[config.mk]
export PLATFORM = sky130hd
export DESIGN_NAME = ifetch_queue
export DESIGN_NICKNAME = d
export VERILOG_FILES = /design/src/rtl/ifetch_queue_pkg.sv /design/src/rtl/ifetch_queue_fifo.sv /design/src/rtl/ifetch_queue.sv
export SDC_FILE = /design/constraint.sdc
export NUM_CORES = 1
export LEC_CHECK = 0
export ABC_CLOCK_PERIOD_IN_PS = 18650
export CAP_MARGIN = 0
export CORE_MARGIN = 2
export CORE_UTILIZATION = 60
export DETAILED_ROUTE_END_ITERATION = 7
export PLACE_DENSITY = 0.94
export RECOVER_POWER = 100
export SYNTH_ARGS = -nofsm -noshare
export SYNTH_HDL_FRONTEND = slang
export SYNTH_HIERARCHICAL = 1
export SYNTH_SLANG_ARGS = --single-unit
[constraint.sdc]
create_clock -name clk -period 18.65 [get_ports clk]
set_clock_uncertainty 0.05 [all_clocks]
set_input_delay 3.73 -clock clk [delete_from_list [all_inputs] [get_ports clk]]
set_output_delay 3.73 -clock clk [all_outputs]
set_load 0.005 [all_outputs]
[src/rtl/ifetch_queue_pkg.sv]
// Shared types for the instruction fetch queue.
package ifetch_queue_pkg;

  typedef enum logic [1:0] {
    ST_IDLE = 2'd0,
    ST_REQ  = 2'd1,
    ST_DROP = 2'd2
  } state_e;

endpackage

[src/rtl/ifetch_queue_fifo.sv]
// Synchronous FIFO for fetched {address, instruction} entries; flush dominates push.
module ifetch_queue_fifo #(
  parameter int W     = 48,
  parameter int DEPTH = 4,
  parameter int CW    = $clog2(DEPTH) + 1
) (
  input  logic          clk,
  input  logic          rst,
  input  logic          push_i,
  input  logic [W-1:0]  data_i,
  input  logic          pop_i,
  input  logic          flush_i,
  output logic [W-1:0]  head_o,
  output logic [CW-1:0] count_o
);

  localparam int PW = $clog2(DEPTH);

  logic [W-1:0]  mem_q [DEPTH];
  logic [W-1:0]  mem_d [DEPTH];
  logic [PW-1:0] wr_q, wr_d, rd_q, rd_d;
  logic [CW-1:0] cnt_q, cnt_d;

  always_comb begin
    mem_d = mem_q;
    wr_d  = wr_q;
    rd_d  = rd_q;
    cnt_d = cnt_q;
    if (flush_i) begin
      wr_d  = '0;
      rd_d  = '0;
      cnt_d = '0;
    end else begin
      if (push_i) begin
        mem_d[wr_q] = data_i;
        wr_d        = wr_q + PW'(1);
      end
      if (pop_i) begin
        rd_d = rd_q + PW'(1);
      end
      cnt_d = cnt_q + CW'(push_i) - CW'(pop_i);
    end
  end

  always_ff @(posedge clk or posedge rst) begin
    if (rst) begin
      for (int i = 0; i < DEPTH; i++) mem_q[i] <= '0;
      wr_q  <= '0;
      rd_q  <= '0;
      cnt_q <= '0;
    end else begin
      mem_q <= mem_d;
      wr_q  <= wr_d;
      rd_q  <= rd_d;
      cnt_q <= cnt_d;
    end
  end

  assign head_o  = mem_q[rd_q];
  assign count_o = cnt_q;

endmodule

[src/rtl/ifetch_queue.sv]
// Sequential instruction fetch with prefetch queue and branch redirect.
// Optional saturating perf counters when IFETCH_PERF_EN is defined.
module ifetch_queue
  import ifetch_queue_pkg::*;
#(
  parameter int ADDR     = 16,
  parameter int WORD     = 32,
  parameter int DEPTH    = 4,
  parameter int RESET_PC = 0
) (
  input  logic            clk,
  input  logic            rst,
  output logic            mem_req_o,
  output logic [ADDR-1:0] mem_addr_o,
  input  logic            mem_ack_i,
  input  logic [WORD-1:0] mem_data_i,
  input  logic            branch_i,
  input  logic [ADDR-1:0] branch_addr_i,
  input  logic            stall_i,
`ifdef IFETCH_PERF_EN
  output logic [31:0]     perf_fetch_o,
  output logic [31:0]     perf_flush_o,
`endif
  output logic            inst_valid_o,
  output logic [WORD-1:0] inst_o,
  output logic [ADDR-1:0] inst_addr_o
);

  localparam int EW = ADDR + WORD;
  localparam int CW = $clog2(DEPTH) + 1;

  state_e          state_q, state_d;
  logic [ADDR-1:0] pc_q, pc_d, addr_q, addr_d;
  logic [EW-1:0]   head;
  logic [CW-1:0]   count;
  logic [CW:0]     count_next;
  logic            push, pop, room;

  assign inst_valid_o = (count != '0);
  assign pop          = inst_valid_o && !stall_i && !branch_i;
  assign push         = (state_q == ST_REQ) && mem_ack_i && !branch_i;
  // Occupancy after this cycle's push/pop; no request is outstanding once it is decided.
  assign count_next   = {1'b0, count} + (CW+1)'(push) - (CW+1)'(pop);
  assign room         = count_next < (CW+1)'(DEPTH);

  ifetch_queue_fifo #(.W(EW), .DEPTH(DEPTH), .CW(CW)) u_fifo (
    .clk     (clk),
    .rst     (rst),
    .push_i  (push),
    .data_i  ({addr_q, mem_data_i}),
    .pop_i   (pop),
    .flush_i (branch_i),
    .head_o  (head),
    .count_o (count)
  );

  always_comb begin
    state_d = state_q;
    pc_d    = pc_q;
    addr_d  = addr_q;
    case (state_q)
      ST_IDLE: begin
        if (branch_i) begin
          pc_d = branch_addr_i;
        end else if (room) begin
          state_d = ST_REQ;
          addr_d  = pc_q;
        end
      end
      ST_REQ: begin
        if (branch_i) begin
          pc_d = branch_addr_i;
          if (mem_ack_i) addr_d = branch_addr_i;
          else           state_d = ST_DROP;
        end else if (mem_ack_i) begin
          pc_d = pc_q + ADDR'(1);
          if (room) addr_d = pc_q + ADDR'(1);
          else      state_d = ST_IDLE;
        end
      end
      ST_DROP: begin
        if (branch_i)  pc_d = branch_addr_i;
        if (mem_ack_i) state_d = ST_IDLE;
      end
      default: state_d = ST_IDLE;
    endcase
  end

  always_ff @(posedge clk or posedge rst) begin
    if (rst) begin
      state_q <= ST_IDLE;
      pc_q    <= ADDR'(RESET_PC);
      addr_q  <= '0;
    end else begin
      state_q <= state_d;
      pc_q    <= pc_d;
      addr_q  <= addr_d;
    end
  end

  assign mem_req_o   = (state_q != ST_IDLE);
  assign mem_addr_o  = addr_q;
  assign inst_o      = inst_valid_o ? head[WORD-1:0] : '0;
  assign inst_addr_o = inst_valid_o ? head[EW-1:WORD] : '0;

`ifdef IFETCH_PERF_EN
  logic [31:0] fetch_q, fetch_d, flush_q, flush_d;

  always_comb begin
    fetch_d = fetch_q;
    flush_d = flush_q;
    if (push && fetch_q != '1)     fetch_d = fetch_q + 32'd1;
    if (branch_i && flush_q != '1) flush_d = flush_q + 32'd1;
  end

  always_ff @(posedge clk or posedge rst) begin
    if (rst) begin
      fetch_q <= '0;
      flush_q <= '0;
    end else begin
      fetch_q <= fetch_d;
      flush_q <= flush_d;
    end
  end

  assign perf_fetch_o = fetch_q;
  assign perf_flush_o = flush_q;
`endif

endmodule
### Word-level counts from Yosys, hierarchy flattened

Index checks and enable logic that the tools add are counted.

* flip-flop bits (word level): 233
* input bits: 53
* output and inout port bits: 66
* logic and storage cells: 86

* add/sub/neg operators: 7
* order comparisons: 4
* equality and inequality tests: 11
* mux-type cells: 32
* bitwise operators: 3
* reduce and logical (&&, ||, !) cells: 19

Operators by type and width (number)
* 192-bit bitwise mux: 1
* 16-bit two-way mux: 10
* 48-bit two-way mux: 3
* 48-bit binary-select mux with 2-bit select: 1
* 48-bit demux with 2-bit select: 1
* 16-bit one-hot mux with 2 select lines: 2
* 32-bit two-way mux: 1
* 2-bit two-way mux: 11
* 16-bit by 1-bit adder with 16-bit output (second input constant): 1
* 3-bit inequality test (second input constant): 4
* 2-bit nonzero test: 5
* 2-bit inequality test (second input constant): 4
* 3-bit greater-or-equal comparator (second input constant): 2
* 2-bit inverter with 3-bit output: 2
* 2-bit one-hot mux with 3 select lines: 1
* 6-bit AND reduction: 1
* 1-bit logical AND: 5
* 5-bit AND reduction: 1
* 2-bit by 1-bit adder with 2-bit output (second input constant): 2
* 3-bit by 1-bit adder with 4-bit output: 1
* 4-bit by 3-bit less-than comparator with 1-bit output (second input constant): 1
* 4-bit by 1-bit subtractor with 4-bit output: 1
* 3-bit by 1-bit adder with 3-bit output: 1
* 3-bit by 1-bit less-than comparator with 1-bit output (second input constant): 1
* 12 further kinds: 13

### Depth between registers and ports, before layout

* depth in word-level cells: 10
* gate-level depth with buffers: 13
* gate-level depth less buffers: 11

### By module

Netlist, hierarchy kept.

Modules (own cells, without submodules)
* ifetch_queue_fifo: instances 1, cells an instance 503, area an instance 9012.4 sq um, sequential area each 4979.8 sq um
* ifetch_queue: instances 1, cells an instance 351, area an instance 2847.7 sq um, sequential area each 850.8 sq um

### Worst setup path before layout

No wires, ideal clock.

* path kind: input to register
* start point: input branch_i
* end point: register addr_q[10], in the netlist mem_addr_o[10]
* setup time: 0.121 ns
* data arrival time: 5.896 ns
* data required time: 18.479 ns
* setup slack: 12.583 ns
* stages on the path: 12
* buffers on the path: 3
* cell sequence: buf_6 clkbuf_8 nor3_1 ha_1 inv_1 ha_1 nand3b_1 and4bb_4 o311ai_4 buf_4 a21oi_1 a22o_1

* elaborated cells between the ends (all ways): 12
* those cells by class: add/sub (2); order compare (1); eq/ne (3); mux (2); reduce/logical (4)

RTL lines
* start, declared: RTL line ifetch_queue.sv:17 `input logic branch_i,`
* 1-bit logical NOT *: RTL line ifetch_queue.sv:40 `assign pop = inst_valid_o && !stall_i && !branch_i;`
* 1-bit logical AND *: RTL line ifetch_queue.sv:40
* net pop: RTL line ifetch_queue.sv:37 `logic push, pop, room;`
* 4-bit by 1-bit subtractor with 4-bit output *: RTL line ifetch_queue.sv:43 `assign count_next = {1'b0, count} + (CW+1)'(push) - (CW+1)'(pop);`
* 4-bit by 3-bit less-than comparator with 1-bit output *: RTL line ifetch_queue.sv:44 `assign room = count_next < (CW+1)'(DEPTH);`
* 3-bit inequality test (no source line) / 2-bit inequality test (equally long branches)
* 5-bit AND reduction (no source line) *
* end signal, assigned: RTL line ifetch_queue.sv:97 `addr_q <= addr_d;`
* end, declared: RTL line ifetch_queue.sv:33 `logic [ADDR-1:0] pc_q, pc_d, addr_q, addr_d;`

The timed path passes the listed nets; every way through them passes the cells marked *.
A chain may end at the register's enable or synchronous reset.

### Worst setup path in the final report

* start point: input branch_i
* end point: register addr_q[11], in the netlist mem_addr_o[11]

* cells in the longest elaborated chain, start to end: 7
* elaborated cells between the ends (all ways): 12
* those cells by class: add/sub (2); order compare (1); eq/ne (3); mux (2); reduce/logical (4)

RTL lines
* 1-bit logical NOT: RTL line ifetch_queue.sv:40, ifetch_queue.sv:41
* 1-bit logical AND: RTL line ifetch_queue.sv:41 `assign push = (state_q == ST_REQ) && mem_ack_i && !branch_i;`
* 3-bit by 1-bit adder with 4-bit output: RTL line ifetch_queue.sv:43
* 4-bit by 1-bit subtractor with 4-bit output: RTL line ifetch_queue.sv:43
* 4-bit by 3-bit less-than comparator with 1-bit output: RTL line ifetch_queue.sv:44
* 3-bit inequality test (no source line) / 2-bit inequality test (equally long branches)
* 5-bit AND reduction (no source line)

Several ways; a longest one is shown, not always the timed one.

==> impl_metrics.ini <==
[clock_tree]
postCtsSetupBuffers = 0
tritoncts = built
cts_buffers = 25
postCtsHoldBufs = 0
clkSinkCount = 233
clockBufferDepth = 3
h-tree-depth = 1
clk_latency_ps = 510
ctsResizeCount = 0
path_clk_slew_ps = 60
cts_root_buf = clkbuf_16

[sta]
period_share_pct = 59.7
fmaxAchievable_ghz = 0.0898
period_minus_slack_ps = 11130
setup_violations = 0
maxSlewViolCount = 499
setup_tns_ps = 0
finalHoldViolations = 0
worstMarginPinSlew_ps = 5050
max_slew_margin_pct = -238
rsz0062_at_grt = no

[logic_synthesis]
yosysSeqAreaShare_pct = 49.2
synthTopCellsByArea = dfrtp_1, mux2_2, mux4_2
synthesis.area_sq_um = 11900
yosys.area.top_type = dfrtp_1
synth-seq-cells = 233
synthFlopType = dfrtp_1
synth_common_cells = dfrtp_1, mux2_2, mux2_4
synth.distinct_cells = 73
avgSynthCellArea_sq_um = 13.9
yosys.area.top_type_share_pct = 49.2
syn_nets = 918
async_flop_share_pct = 100
syn_inst = 854
synth_edf_count = 0
synthMostInstantiatedCell = dfrtp_1
yosysWarnings = 6

[worst_setup_path]
r2r_end = mem_addr_o[11]
crit_family = compound AO/OA/AOI/OAI gates
critical_path_class = in -> reg
setup.worst_path.end = mem_addr_o[11]
critPathMaxStageDelay_ps = 3280
worst-path-stages = 12
r2r_slack_ps = 11210
slowest_stage = o311ai_0
crit_chain = dlygate4sd3_1, clkbuf_1, nand2b_1, nor2_1, nand2_1, ha_1, inv_1, ha_1, nand3b_1, and4bb_4, o311ai_0, o21ai_0
end_kind = flip-flop
r2r-start = u_fifo/count_o[2]
crit_start = branch_i
crit_arrival_ps = 11280
cp-start-kind = input pin
worstPathMaxFanout = 50
critical-path-top-cell-by-count = ha_1
r2r_cells = 9
required_ps = 18800
cp.buffers_inverters = 3

[global_route]
busiest_layer = met2
antenna_found_initial = 0
grt_usage_pct = 24.9
grt_pass1_wl_microns = 40800
grt-ovfl-total = 0
grt_max_degree = 116
gr-usage-met2_pct = 41.2
grt_pass1_vias = 7628
grt_util_met1_pct = 35.3
globalRouteMet3Util_pct = 3.87

[routing]
post-route-drc-count = 0
dr.first_iter.drc_count = 527
drt-total-wl_microns = 25000
vias_per_cell = 5.99
wl_per_cell_microns = 20.4
antenna_left = 0
drt_first_pass_iters = 5
via_count = 7328

[min_path]
min_delay_path_depth = 1
min_path_type = reg -> reg

[placed_design]
place_hpwl_microns = 15500
portBuffers = 118
dp_cells = 1179
gp_congestion = 0.922

[pwr]
p_leak_uw = 0.00619
p_clk_share_pct = 27.6
p_sw_share_pct = 31.2
ir_drop_mv = 0.0943
switching_power_uw = 576
p_int_uw = 1270
pwr-share-comb_pct = 31.0
seqPwrFrac_pct = 41.5
powerDensity_nw_per_um2 = 137

[finish]
fin_util_pct = 69.4
area.growth.synth_to_final_pct = 13.6
final_nets = 1005
n_antenna_cell = 0
drive_above_1_share_pct = 24.8
fin_cells = 1224
fillers = 1357

[run_status]
violations = capacitance limit, slew limit
status = complete, but fails checks

[floorplan]
io_pins = 119
start_util_pct = 61.1
dieArea_sq_um = 20900
row_count = 51
die_y_microns = 145
die_w_microns = 145
core-area_sq_um = 19400

[job]
maxCapViolCount = 10
flip-flops by register name (all words and copies together) (netlist names):
name / count
mem_addr_o: 16
u_fifo/count_o: 3
state_q: 2
u_fifo/wr_q: 2
u_fifo/mem_q: 192
u_fifo/rd_q: 2
pc_q: 16
cells by family (layout without fill, tap and decap cells):
family | after synthesis | in the layout | share of synthesized area, %
xor+xnor | 6 | 6 | 0.559
compound gates | 108 | 108 | 5.88
fa+ha+maj | 11 | 11 | 1.22
buf+inv | 88 | 193 | 5.08
flops | 233 | 233 | 49.2
mux | 244 | 244 | 29.6
simple gates | 164 | 164 | 8.49
metrics by stage:
step	instance area, sq um	hold WS, ps	setup slack, ps	power (uW)
after CTS	13800	440	11550	1910
after detailed placement	12900	426	11050	1390
after floorplan	11900	409	9440	1160
after global routing	13500	459	6540	1950
after global placement	12900	421	11230	1360
final	13500	440	7520	1840
worst register-to-register path: stages (launching register included):
cell      delay [ps]
dfrtp_1          450
nor3_1          1450
nor3_1           460
ha_1             360
inv_1             60
ha_1             230
nand3b_1         130
a21oi_1          100
o311ai_0        3320
o21ai_0          510
cell usage in the layout, fill, tap and decap left out, types with 3 or more instances in the layout:
cell / count
a21oi_1: 28
o22ai_1: 8
clkbuf_8: 9
inv_1: 22
a22oi_1: 3
clkbuf_16: 25
nand3_2: 4
mux4_2: 48
nand3_1: 9
nor2_1: 27
nand3b_1: 7
a31oi_1: 7
nor3_1: 5
dfrtp_1: 232
nor2b_1: 53
o31ai_1: 3
nand2b_1: 5
a32oi_1: 3
a2bb2oi_1: 4
dlygate4sd3_1: 66
buf_4: 4
mux2_1: 69
xnor2_1: 3
clkbuf_1: 6
o21a_1: 3
nand2_1: 33
clkdlybuf4s50_1: 52
mux2_2: 125
ha_1: 10
o21ai_0: 29
power groups by stage:
stage / Sequential (uW) / Combinational (uW) / Clock [uW]
after floorplan: 704 / 457 / 0
after global placement: 760 / 602 / 0
after detailed placement: 770 / 624 / 0
after CTS: 764 / 629 / 518
after global routing: 783 / 626 / 538
final: 765 / 571 / 508
final cells by class:
| cell class | instances | area (sq um) | area share (%) |
|---|---|---|---|
| well taps | 265 | 332 | 2.46 |
| clock inverters | 8 | 103 | 0.762 |
| multi-input cells | 533 | 5130 | 38.1 |
| flip-flops and latches | 233 | 5830 | 43.3 |
| repair buffers | 125 | 1220 | 9.08 |
| clock buffers | 37 | 761 | 5.65 |
| inverters | 23 | 87.6 | 0.650 |
routing by layer:
layer  up-vias  part of all wire [%]
met5         -                     0
met4         0                   1.8
met3        39                   5.3
met2       234                    50
met1      3784                    43
li1       3271                     -
worst min-delay path by stage:
stage                          start          endpoint  slack [ps]
finish              u_fifo/mem_q[97]  u_fifo/mem_q[97]         440
floorplan            u_fifo/mem_q[0]   u_fifo/mem_q[0]         410
CTS                  u_fifo/mem_q[0]   u_fifo/mem_q[0]         440
detailed placement   u_fifo/mem_q[0]   u_fifo/mem_q[0]         430
global route        u_fifo/mem_q[62]  u_fifo/mem_q[62]         460
global placement    u_fifo/mem_q[11]  u_fifo/mem_q[11]         420
Note: power is estimated with default switching activity, not from simulation.
==> edit: new RTL, same settings <==
The option `IFETCH_PERF_EN` is turned on by a define.
--- a/src/rtl/ifetch_queue.sv
+++ b/src/rtl/ifetch_queue.sv
@@ -1,5 +1,7 @@
 // Sequential instruction fetch with prefetch queue and branch redirect.
 // Optional saturating perf counters when IFETCH_PERF_EN is defined.
+`define IFETCH_PERF_EN
+
 module ifetch_queue
   import ifetch_queue_pkg::*;
 #(
Formal check against the unedited RTL (old outputs only; new: perf_fetch_o and perf_flush_o): no difference found for any inputs over 4 cycles, from zero or initial values and one cycle with rst high; that may be too few to reach the edited logic, so the function may still have changed.
==> edit against the original RTL <==
The flow still finishes with violations (capacitance limit, slew limit). Cell area up 29%. First-iteration DRC count up 96%. Via count up 37%. Setup slack better by 0.24 ns. Total power up 20%. Fmax up 2.2%. Synthesized area up 24%. Clock power up 31%. Sequential cell count up 64. Wire length up 37%. Combinational power up 12%. Synthesized cell count up 33%. Global-route usage up 2.3 points. Count of clock-buffer cells in the layout up 5. Critical path type unchanged.
==> edit: results (changes against the original RTL) <==
qor: hold_path.holdCritStartpoint u_fifo/mem_q[74]$_DFFE_PP0P_
qor: run.max_cap_viol_count 11 [+1]
qor: synth.syn_nets 1206 [+31%]
qor: route.met3_length 2420 um [+81%]
qor: synth.synth.yosys.seq_area_share 50.4% [+1.3 points]
qor: critical_path.r2r_start u_fifo/count_o[1]$_DFF_PP0_
qor: power.comb_power_share 28.8% [-2.2 points]
qor: cells_and_area.non_clock_buffer_area_share 10.7% [+1.6 points]
qor: status.violations capacitance limit, slew limit
qor: critical_path.reg2regPathDepth 10 [+1]
qor: synth.synth_top_cells_by_area sky130_fd_sc_hd__dfrtp_1, sky130_fd_sc_hd__mux2_2, sky130_fd_sc_hd__mux4_2
qor: power.pg_comb 0.000640 W [+12%]
qor: cells_and_area.clock_buffer_count 42 [+14%]
qor: synth.post_synth_inst_count 1140 [+33%]
qor: hold_path.holdPathEnd u_fifo/mem_q[74]$_DFFE_PP0P_
qor: critical_path.crit_fanout 48 [-4.0%]
qor: synth.post_synthesis_sequential_element_count 297 [+27%]
qor: power.power.leakage 8.03 nW [+30%]
qor: cts.clock_latency_on_the_worst_skew_pair 0.56 ns [+0.05 ns]
qor: place.hpwlAfterDp 21600 um [+40%]
qor: critical_path.crit_path_max_incr_delay 3.47 ns [+0.19 ns]
qor: power.power.sequential.fraction 41.2% [-0.3 points]
qor: place.place.port_buffers 182 [+54%]
qor: synth.commonest_cells_in_the_netlist sky130_fd_sc_hd__dfrtp_1, sky130_fd_sc_hd__mux2_2, sky130_fd_sc_hd__mux2_4
qor: place.globalplace.congestion 0.908 [-1.5%]
qor: grt.met2_routing_resource_usage_after_global_routing 45.7% [+4.5 points]
qor: cells_and_area.layout.area.seq 7430 um2 [+27%]
qor: route.via_count 10050 [+37%]
qor: timing.final.hold.worst_slack 0.441 ns [+0.00109 ns]
qor: critical_path.worstSetupEndpoint mem_addr_o[3]$_DFFE_PP0P_
qor: critical_path.reg2reg_slack 10.31 ns [-0.90 ns]
qor: status.run_status finished with violations
qor: power.netSwitchingPower 0.000677 W [+18%]
qor: timing.slew_viol_final 632 [+27%]
qor: cells_and_area.ratio_of_cells_with_drive_above_1_in_the_final_layout 18.9% [-5.9 points]
## edit: cell types whose count changed in the layout (fill, tap and decap cells not counted), moves of 26 or more
cell	change
sky130_fd_sc_hd__dlygate4sd3_1	+64
sky130_fd_sc_hd__dfrtp_1	+63
sky130_fd_sc_hd__xnor2_1	+46
sky130_fd_sc_hd__nand4_1	+33
sky130_fd_sc_hd__nand3_1	+30
sky130_fd_sc_hd__nor2_1	+26
## edit: cell families (layout without fill, tap and decap cells)
group / Yosys count / in the layout / share of synthesized area (%)
xor gates and xnor gates: 68 / 68 / 4.18
and+or+nand+nor: 317 / 317 / 12.1
AOI/OAI and AO/OA: 106 / 106 / 4.64
adders and majority gates: 13 / 13 / 1.15
DFF: 297 / 297 / 50.4
muxes: 249 / 249 / 24.2
buffers and inverters: 90 / 270 / 3.35
